File: src/rtl/mem_arb_subsys_if.sv
// Request/response bundle between the CPU-side requesters and the shared word RAM.
// The master side drives requests; the slave side returns data, ready pulses and busy.
interface mem_arb_subsys_if #(
  parameter int DATA_W = 32,
  parameter int ADDR_W = 32
);
  logic                  i_req;
  logic [ADDR_W-1:0]     i_addr;
  logic [DATA_W-1:0]     i_rdata;
  logic                  i_ready;
  logic                  d_req;
  logic                  d_we;
  logic [DATA_W/8-1:0]   d_be;
  logic [ADDR_W-1:0]     d_addr;
  logic [DATA_W-1:0]     d_wdata;
  logic [DATA_W-1:0]     d_rdata;
  logic                  d_ready;
  logic                  busy;

  modport master (
    output i_req, i_addr, d_req, d_we, d_be, d_addr, d_wdata,
    input  i_rdata, i_ready, d_rdata, d_ready, busy
  );

  modport slave (
    input  i_req, i_addr, d_req, d_we, d_be, d_addr, d_wdata,
    output i_rdata, i_ready, d_rdata, d_ready, busy
  );
endinterface

File: src/rtl/mem_arb_subsys.sv
// Single-port word RAM shared by an instruction-fetch port and a data port,
// with round-robin arbitration, programmable wait states and byte-enable writes.
module mem_arb_subsys #(
  parameter int DATA_W  = 32,
  parameter int ADDR_W  = 32,
  parameter int DEPTH   = 64,
  parameter int LATENCY = 1
) (
  input  logic                 clk,
  input  logic                 reset,
  mem_arb_subsys_if.slave      bus
);
  localparam int IDX_W = $clog2(DEPTH);
  localparam int BE_W  = DATA_W / 8;

  typedef enum logic [1:0] {IDLE, WAIT, DONE} state_t;

  state_t              state, stateNext;
  logic [2:0]          cnt, cntNext;
  logic                lastData;
  logic                pickData, takeReq, enterDone;
  logic                latData, latWe;
  logic [IDX_W-1:0]    latIdx;
  logic [BE_W-1:0]     latBe;
  logic [DATA_W-1:0]   latWdata;
  logic                accData, accWe;
  logic [IDX_W-1:0]    accIdx;
  logic [BE_W-1:0]     accBe;
  logic [DATA_W-1:0]   accWdata;
  logic [DATA_W-1:0]   ram [DEPTH];
  logic                unusedAddrBits;

  // Only the word-index bits of each address select a RAM word.
  assign unusedAddrBits = ^{bus.i_addr, bus.d_addr};

  // Data wins unless the instruction port also asks and data was served last.
  assign pickData = bus.d_req && (!bus.i_req || !lastData);
  assign takeReq  = (state == IDLE) && (bus.i_req || bus.d_req);

  always_comb begin
    stateNext = state;
    cntNext   = cnt;
    case (state)
      IDLE: begin
        if (takeReq) begin
          cntNext   = 3'(LATENCY);
          stateNext = (LATENCY > 0) ? WAIT : DONE;
        end
      end
      WAIT: begin
        cntNext = cnt - 3'd1;
        if (cnt <= 3'd1) stateNext = DONE;
      end
      DONE:    stateNext = IDLE;
      default: stateNext = IDLE;
    endcase
  end

  // With zero wait states the access happens on the sampling edge itself,
  // so the access fields come straight from the bus while still in IDLE.
  always_comb begin
    if (state == IDLE) begin
      accData  = pickData;
      accWe    = pickData && bus.d_we;
      accIdx   = pickData ? bus.d_addr[IDX_W+1:2] : bus.i_addr[IDX_W+1:2];
      accBe    = bus.d_be;
      accWdata = bus.d_wdata;
    end else begin
      accData  = latData;
      accWe    = latWe;
      accIdx   = latIdx;
      accBe    = latBe;
      accWdata = latWdata;
    end
  end

  assign enterDone = !reset && (stateNext == DONE);
  assign bus.busy  = (state != IDLE);

  always_ff @(posedge clk) begin
    if (reset) begin
      state       <= IDLE;
      cnt         <= '0;
      lastData    <= 1'b0;
      latData     <= 1'b0;
      latWe       <= 1'b0;
      latIdx      <= '0;
      latBe       <= '0;
      latWdata    <= '0;
      bus.i_ready <= 1'b0;
      bus.d_ready <= 1'b0;
      bus.i_rdata <= '0;
      bus.d_rdata <= '0;
    end else begin
      state       <= stateNext;
      cnt         <= cntNext;
      bus.i_ready <= enterDone && !accData;
      bus.d_ready <= enterDone && accData;
      if (takeReq) begin
        lastData <= pickData;
        latData  <= accData;
        latWe    <= accWe;
        latIdx   <= accIdx;
        latBe    <= accBe;
        latWdata <= accWdata;
      end
      if (enterDone && !accWe) begin
        if (accData) bus.d_rdata <= ram[accIdx];
        else         bus.i_rdata <= ram[accIdx];
      end
    end
  end

  always_ff @(posedge clk) begin
    if (enterDone && accWe) begin
      for (int unsigned b = 0; b < BE_W; b++) begin
        if (accBe[b]) ram[accIdx][b*8 +: 8] <= accWdata[b*8 +: 8];
      end
    end
  end
endmodule

File: src/flat_wrapper.sv
// flat-port wrapper written by rule: the top's interface ports become plain ports
module mem_arb_subsys_flat 
#(
  parameter int DATA_W  = 32,
  parameter int ADDR_W  = 32,
  parameter int DEPTH   = 64,
  parameter int LATENCY = 1
)
  (clk, reset, bus_i_req, bus_i_addr, bus_d_req, bus_d_we, bus_d_be, bus_d_addr, bus_d_wdata, bus_i_rdata, bus_i_ready, bus_d_rdata, bus_d_ready, bus_busy);
  mem_arb_subsys_if #(.DATA_W(DATA_W), .ADDR_W(ADDR_W)) bus_i ();
  input  logic clk;
  input  logic reset;
  input wire logic [$bits(bus_i.i_req)-1:0] bus_i_req;
  input wire logic [$bits(bus_i.i_addr)-1:0] bus_i_addr;
  input wire logic [$bits(bus_i.d_req)-1:0] bus_d_req;
  input wire logic [$bits(bus_i.d_we)-1:0] bus_d_we;
  input wire logic [$bits(bus_i.d_be)-1:0] bus_d_be;
  input wire logic [$bits(bus_i.d_addr)-1:0] bus_d_addr;
  input wire logic [$bits(bus_i.d_wdata)-1:0] bus_d_wdata;
  output wire logic [$bits(bus_i.i_rdata)-1:0] bus_i_rdata;
  output wire logic [$bits(bus_i.i_ready)-1:0] bus_i_ready;
  output wire logic [$bits(bus_i.d_rdata)-1:0] bus_d_rdata;
  output wire logic [$bits(bus_i.d_ready)-1:0] bus_d_ready;
  output wire logic [$bits(bus_i.busy)-1:0] bus_busy;
  assign bus_i.i_req = bus_i_req;
  assign bus_i.i_addr = bus_i_addr;
  assign bus_i.d_req = bus_d_req;
  assign bus_i.d_we = bus_d_we;
  assign bus_i.d_be = bus_d_be;
  assign bus_i.d_addr = bus_d_addr;
  assign bus_i.d_wdata = bus_d_wdata;
  assign bus_i_rdata = bus_i.i_rdata;
  assign bus_i_ready = bus_i.i_ready;
  assign bus_d_rdata = bus_i.d_rdata;
  assign bus_d_ready = bus_i.d_ready;
  assign bus_busy = bus_i.busy;
  mem_arb_subsys #(.DATA_W(DATA_W), .ADDR_W(ADDR_W), .DEPTH(DEPTH), .LATENCY(LATENCY)) u_core (.clk(clk), .reset(reset), .bus(bus_i));
endmodule
File: config.mk
export PLATFORM = sky130hd
export DESIGN_NAME = mem_arb_subsys_flat
export DESIGN_NICKNAME = d
export VERILOG_FILES = /design/src/rtl/mem_arb_subsys_if.sv /design/src/rtl/mem_arb_subsys.sv /design/src/flat_wrapper.sv
export SDC_FILE = /design/constraint.sdc
export NUM_CORES = 2
export LEC_CHECK = 0
export CORE_MARGIN = 2
export CORE_UTILIZATION = 51
export CTS_BUF_LIST = sky130_fd_sc_hd__clkbuf_4 sky130_fd_sc_hd__clkbuf_8
export CTS_CLUSTER_DIAMETER = 120
export DETAILED_ROUTE_END_ITERATION = 7
export GPL_ROUTABILITY_DRIVEN = 1
export PLACE_DENSITY = 0.65
export SLEW_MARGIN = 20
export SYNTH_ARGS = -nofsm -noshare
export SYNTH_HDL_FRONTEND = slang
export SYNTH_SLANG_ARGS = --single-unit
File: constraint.sdc
create_clock -name clk -period 3.47 [get_ports clk]
set_input_delay 0.5205 -clock clk [delete_from_list [all_inputs] [get_ports clk]]
set_output_delay 0.5205 -clock clk [all_outputs]
set_load 0.1 [all_outputs]
; After elaboration in Yosys (flattened, before gate mapping)
; Memories as Yosys holds them, arrays and structs flattened.
; Cells that the tools add are included.
[totals]
elab_cells = 63
output_inout_bits = 67
regBits = 116
in_bits = 105
mem_bits_ro = 0
latchBits = 0
n_memories = 1
mem_bits_rw = 2048
[classes]
magnitude_cmp = 1
eq_ne = 3
addsub = 1
div = 0
muxes = 23
multipliers = 0
shift = 0
bitwise = 1
reduce_logical = 21
[mem_list]
columns = name, depth, width, rd, rd_ports_with_merged_regs, write_ports, line
row1 = u_core.ram, 64, 32, 1, 0, 1, mem_arb_subsys.sv:30  ; logic [DATA_W-1:0] ram [DEPTH];
[op_table]
columns = operator, n
row1 = two-way mux 32 bit, 1
row2 = two-way mux 1 bit, 14
row3 = two-way mux 6 bit, 2
row4 = logical AND 1 bit, 8
row5 = one-hot mux 3 bit (2 select lines), 1
row6 = AND reduction 2 bit, 3
row7 = zero test 1 bit, 5
row8 = two-way mux 2 bit, 2
row9 = two-way mux 4 bit, 1
row10 = one-hot mux 2 bit (2 select lines), 1
row11 = nonzero test 2 bit, 2
row12 = less-or-equal comparator 3 x 1 -> 1 bit (second input constant), 1
row13 = two-way mux 3 bit, 1
row14 = subtractor 3 x 1 -> 3 bit (second input constant), 1
row15 = equality test 2 x 1 -> 1 bit (second input constant), 1
row16 = equality test 2 bit (second input constant), 1
row17 = zero test 2 bit, 1
row18 = logical OR 1 bit, 2
row19 = inequality test 2 x 1 -> 1 bit (second input constant), 1
row20 = NOT 1 bit, 1

; Logic depth before layout (Yosys ltp)
[logic_depth]
depth_word = 9
mapped_depth = 14
mapped_depth_nobuf = 10

; Worst setup path after synthesis
; Ideal clock, no wire load.
[synth_path]
path_type = register to register
startpoint = reg u_core.state[0]
endpoint = mem u_core.ram[0][22] (data pin)
setup_ps = 356
stages_incl_launch_ff = 10
period_less_slack_ps = 3778
setup_slack_ps = -308
arrival_time_ps = 3422
n_path_buf = 5
t_required_ps = 3114
path_cell_list = dfxtp_1 -> buf_4 -> nor2_4 -> inv_2 -> clkbuf_1 -> buf_1 -> clkbuf_1 -> buf_1 -> nand2_1 -> nand2_1
[synth_between]
elab_chain_len = 2
[synth_lines]
columns = element, line
row1 = "start, declared", mem_arb_subsys.sv:18  ; state_t state, stateNext;
row2 = "start signal, assigned", mem_arb_subsys.sv:95  ; state <= stateNext;
row3 = zero test 2 bit, mem_arb_subsys.sv:62  ; if (state == IDLE) begin
row4 = two-way mux 32 bit, mem_arb_subsys.sv:62
row5 = net u_core.accWdata[22], mem_arb_subsys.sv:29  ; logic [DATA_W-1:0] accWdata;
row6 = "end, declared", mem_arb_subsys.sv:30
; The timed path passes the listed nets, and every way through them passes these cells.

; Worst setup path after layout
[layout_path]
startpoint = reg u_core.state[0]
endpoint = reg u_core.bus.i_rdata[11], read port of u_core.ram
[layout_between]
elab_chain_len = 8
word_cells_on_any_way = 16
cone_classes = eq/ne: 2 / mux: 6 / bitwise: 1 / reduce/logical: 6 / memory: 1
[layout_lines]
columns = element, line
row1 = "parallel branches: the longest is 8 deep, another holds memory (64 x 32 bit)", -
row2 = "end, declared", mem_arb_subsys_if.sv:27  ; output i_rdata, i_ready, d_rdata, d_ready, busy
; Parallel ways; which one is timed is not known.
; A chain may end at the register's enable or synchronous reset.

==> flow_summary.json <==
{
  "antenna_found_initial": 12,
  "avgSynthCellArea_um2": 15.06,
  "cts_buffer_depth": 4,
  "worstSetupEndpoint": "u_core.bus.i_rdata[11]",
  "p_per_area_nw_per_um2": 648.3,
  "clk_pin_slew_worst_paths_ns": 0.06,
  "die_x_um": 408.9,
  "first_iter_violations": 7568,
  "relSlewSlack": 0.3344,
  "dieHeight_um": 408.9,
  "grt_max_degree": 66,
  "port_buffers": 119,
  "grt_pass1_wl_um": 363700,
  "yosys_warnings": 0,
  "globalRouteTotalUtil": 0.2993,
  "die_area_um2": 167200,
  "firstDrtPassIters": 8,
  "fin_setup_tns_ns": 0,
  "rr_worst_depth": 16,
  "regToRegSetupSlack_ns": 0.004,
  "tritoncts": "yes",
  "pin_count": 172,
  "viasPerCell": 6.031,
  "r2r_end": "u_core.bus.i_rdata[11]",
  "final_common_cell": "edfxtp_1",
  "grt_pass1_vias": 53570,
  "hold-worst-slack_ns": 0.08076,
  "netlist_area_um2": 83600,
  "cp_max_fo": 18,
  "synthArstFlopShare": 0,
  "synth_cell_types": 67,
  "synth_ff_type": "edfxtp_1",
  "fmax_mhz": 288.6,
  "wl_per_cell_um": 27.94,
  "syn-num-nets": 5658,
  "synth_area_leaders": "edfxtp_1 (74%), mux2i_1 (6.0%), nand2_1 (3.3%)",
  "synthToLayoutAreaGrowth_pct": 23.00,
  "synth-edff-count": 2048,
  "clock_sinks": 2164,
  "finalWeightedCongestion": 0.9162,
  "cap_violations": 0,
  "cp.required_ns": 4.38,
  "critPathArrivalTime_ns": 4.37,
  "synth_top_area_cell": "edfxtp_1",
  "hold_viol": 0,
  "holdCritPathClass": "primary input to flip-flop",
  "ys_seq_elements": 2164,
  "fin_crit_ns": 3.466,
  "synth_top_area_share": 0.7357,
  "drive_above_1_share": 0.2539,
  "setup_viol": 0,
  "clock_skew_ns": 0.1042,
  "dp_hpwl_um": 173000,
  "drc_errors": 0,
  "holdPathStages": 3,
  "place_inst": 8502,
  "grt.overflow.total": 0,
  "reg2reg_from": "u_core.state[0]",
  "endpoint_kind": "flip-flop",
  "rows": 148,
  "cp-start-kind": "flip-flop",
  "initial_core_util": 0.5136,
  "totalWireLength_um": 255200,
  "critical_path_class": "flip-flop to flip-flop",
  "ys_seq_area_frac": 0.7635,
  "cts_buffers": 351,
  "root_buffer": "clkbuf_8",
  "slew_viol_final": 0,
  "final_antenna_net_count": 0,
  "cp-startpoint": "u_core.state[0]",
  "num_vias": 55070,
  "tightest_slew_ns": 0.9952,
  "finalNonFillerCells": 9132,
  "ir_worst_vdd_mv": 0.5507,
  "status": "finished clean",
  "clock_latency_ns": 1.10,
  "htree_levels": 5,
  "synthCells": 5551,
  "p_leak_nw": 36.28,
  "fp.coreArea_um2": 162800,
  "final_cell_mix": "edfxtp_1 (2048), buf_4 (927), nand2_1 (702)",
  "utilization": 0.6317,
  "final_nets": 6812,
  "power.total_w": 0.06666,
  "period_share": 0.9987
}
cells by family after synthesis:
kind of cell / after synthesis / synth area share
flip-flops: 2164 / 0.7635
AND/OR/NAND/NOR: 1309 / 0.06288
AO/OA/AOI/OAI: 1206 / 0.09314
multiplexers: 514 / 0.06191
buffers and inverters: 355 / 0.01822
adder cells (fa/ha/maj): 2 / 0.0002993
XOR/XNOR: 1 / 0.0001048
per-layer routing:
layer,GRT usage,up-vias,share of wire
li1,-,23790,-
met1,0.4159,27590,0.40
met2,0.4578,3162,0.46
met3,0.06820,525,0.11
met4,0.1246,8,0.040
met5,0,-,0.00019
worst min-delay path by stage:
stage                                    from                   to  slack, ns
final                         bus_d_wdata[23]  u_core.latWdata[23]       0.08
after global routing          bus_d_wdata[27]  u_core.latWdata[27]       0.08
after CTS                     bus_d_wdata[23]  u_core.latWdata[23]      0.004
after detailed placement  u_core.latWdata[29]  u_core.latWdata[29]       0.45
after global placement        u_core.latBe[3]      u_core.latBe[3]       0.44
after floorplan               u_core.latBe[0]      u_core.latBe[0]       0.44
cell usage after synthesis, types with 3 or more instances:
master / number
inv_1: 4
nor4_1: 29
nand3_1: 4
a21oi_1: 338
o22ai_1: 246
o22a_1: 3
a221o_1: 5
nand2_1: 744
a311oi_1: 46
nor4bb_1: 3
nor3_1: 61
nand2b_1: 5
a22o_1: 60
a31oi_1: 65
buf_6: 3
a222oi_1: 25
o21a_1: 9
and3_1: 29
a22oi_1: 99
a221oi_1: 33
a2111oi_2: 3
nor2_1: 412
nand4_1: 3
o221ai_1: 4
o21bai_1: 11
nor2_2: 4
o211ai_1: 31
o21ai_0: 167
mux2i_1: 498
and2_1: 4
clkbuf_1: 188
edfxtp_1: 2048
a2111oi_1: 6
buf_4: 9
a2111oi_0: 24
buf_2: 107
mux2_2: 13
buf_1: 43
o31a_1: 3
a211oi_1: 11
dfxtp_1: 116
metrics by stage:
step | setup WS, ns | cell area (um^2)
floorplan | 0.09872 | 83600
CTS | 0.006407 | 102400
global route | -0.08129 | 102800
finish | 0.004394 | 102800
global placement | -1.172 | 95320
detailed placement | -1.129 | 95320
power breakdown:
| group | internal [W] | switching (W) | total, W |
|---|---|---|---|
| Sequential | 0.0297 | 0.000143 | 0.0298 |
| Combinational | 0.00562 | 0.00966 | 0.0153 |
| Clock | 0.0118 | 0.00975 | 0.0216 |
| Total | 0.0471 | 0.0196 | 0.0667 |
layout make-up:
| class | count | area (um^2) |
|---|---|---|
| Timing Repair Buffer | 1151 | 10410 |
| Antenna cell | 2 | 5.005 |
| Sequential cell | 2164 | 63830 |
| Tap cell | 2175 | 2721 |
| Clock buffer | 499 | 6073 |
| Multi-Input combinational cell | 3032 | 19100 |
| Fill cell | 11630 | 59950 |
| Inverter | 5 | 18.77 |
| Clock inverter | 104 | 670.6 |
registers in the layout, indices dropped and copies added, names as in the netlist:
register / cells
u_core.state: 2
u_core.lastData: 1
u_core.latIdx: 6
u_core.latWe: 1
u_core.bus.d_rdata: 32
u_core.bus.i_ready: 1
u_core.ram: 2048
u_core.bus.i_rdata: 32
u_core.latWdata: 32
u_core.latData: 1
u_core.cnt: 3
u_core.bus.d_ready: 1
u_core.latBe: 4
critical path, cell delays in order, from the launching register on:
cell and delay (ns):
dfxtp_4 0.38, nor2_4 0.24, buf_6 0.16, o221a_2 0.22, nor2_4 0.05, buf_12 0.15
buf_4 0.19, buf_12 0.18, buf_4 0.17, nand2_1 0.06, a21oi_1 0.07, nor4_2 0.37
buf_4 0.17, o22ai_1 0.17, a2111oi_2 0.42, buf_4 0.22, a311oi_1 0.09
timing repair:
| item | 4_1_cts | 5_1_grt |
|---|---|---|
| setup endpoints to repair | 216 | 100 |
| pin swaps | 10 | 24 |
| resized for setup | 39 | 61 |
| buffers inserted | 5 | 11 |
| gates cloned | 0 | 1 |
| hold buffers | 8 | 0 |
| hold endpoints to repair | 10 | 0 |
Note: power is estimated with default switching activity, not from simulation.
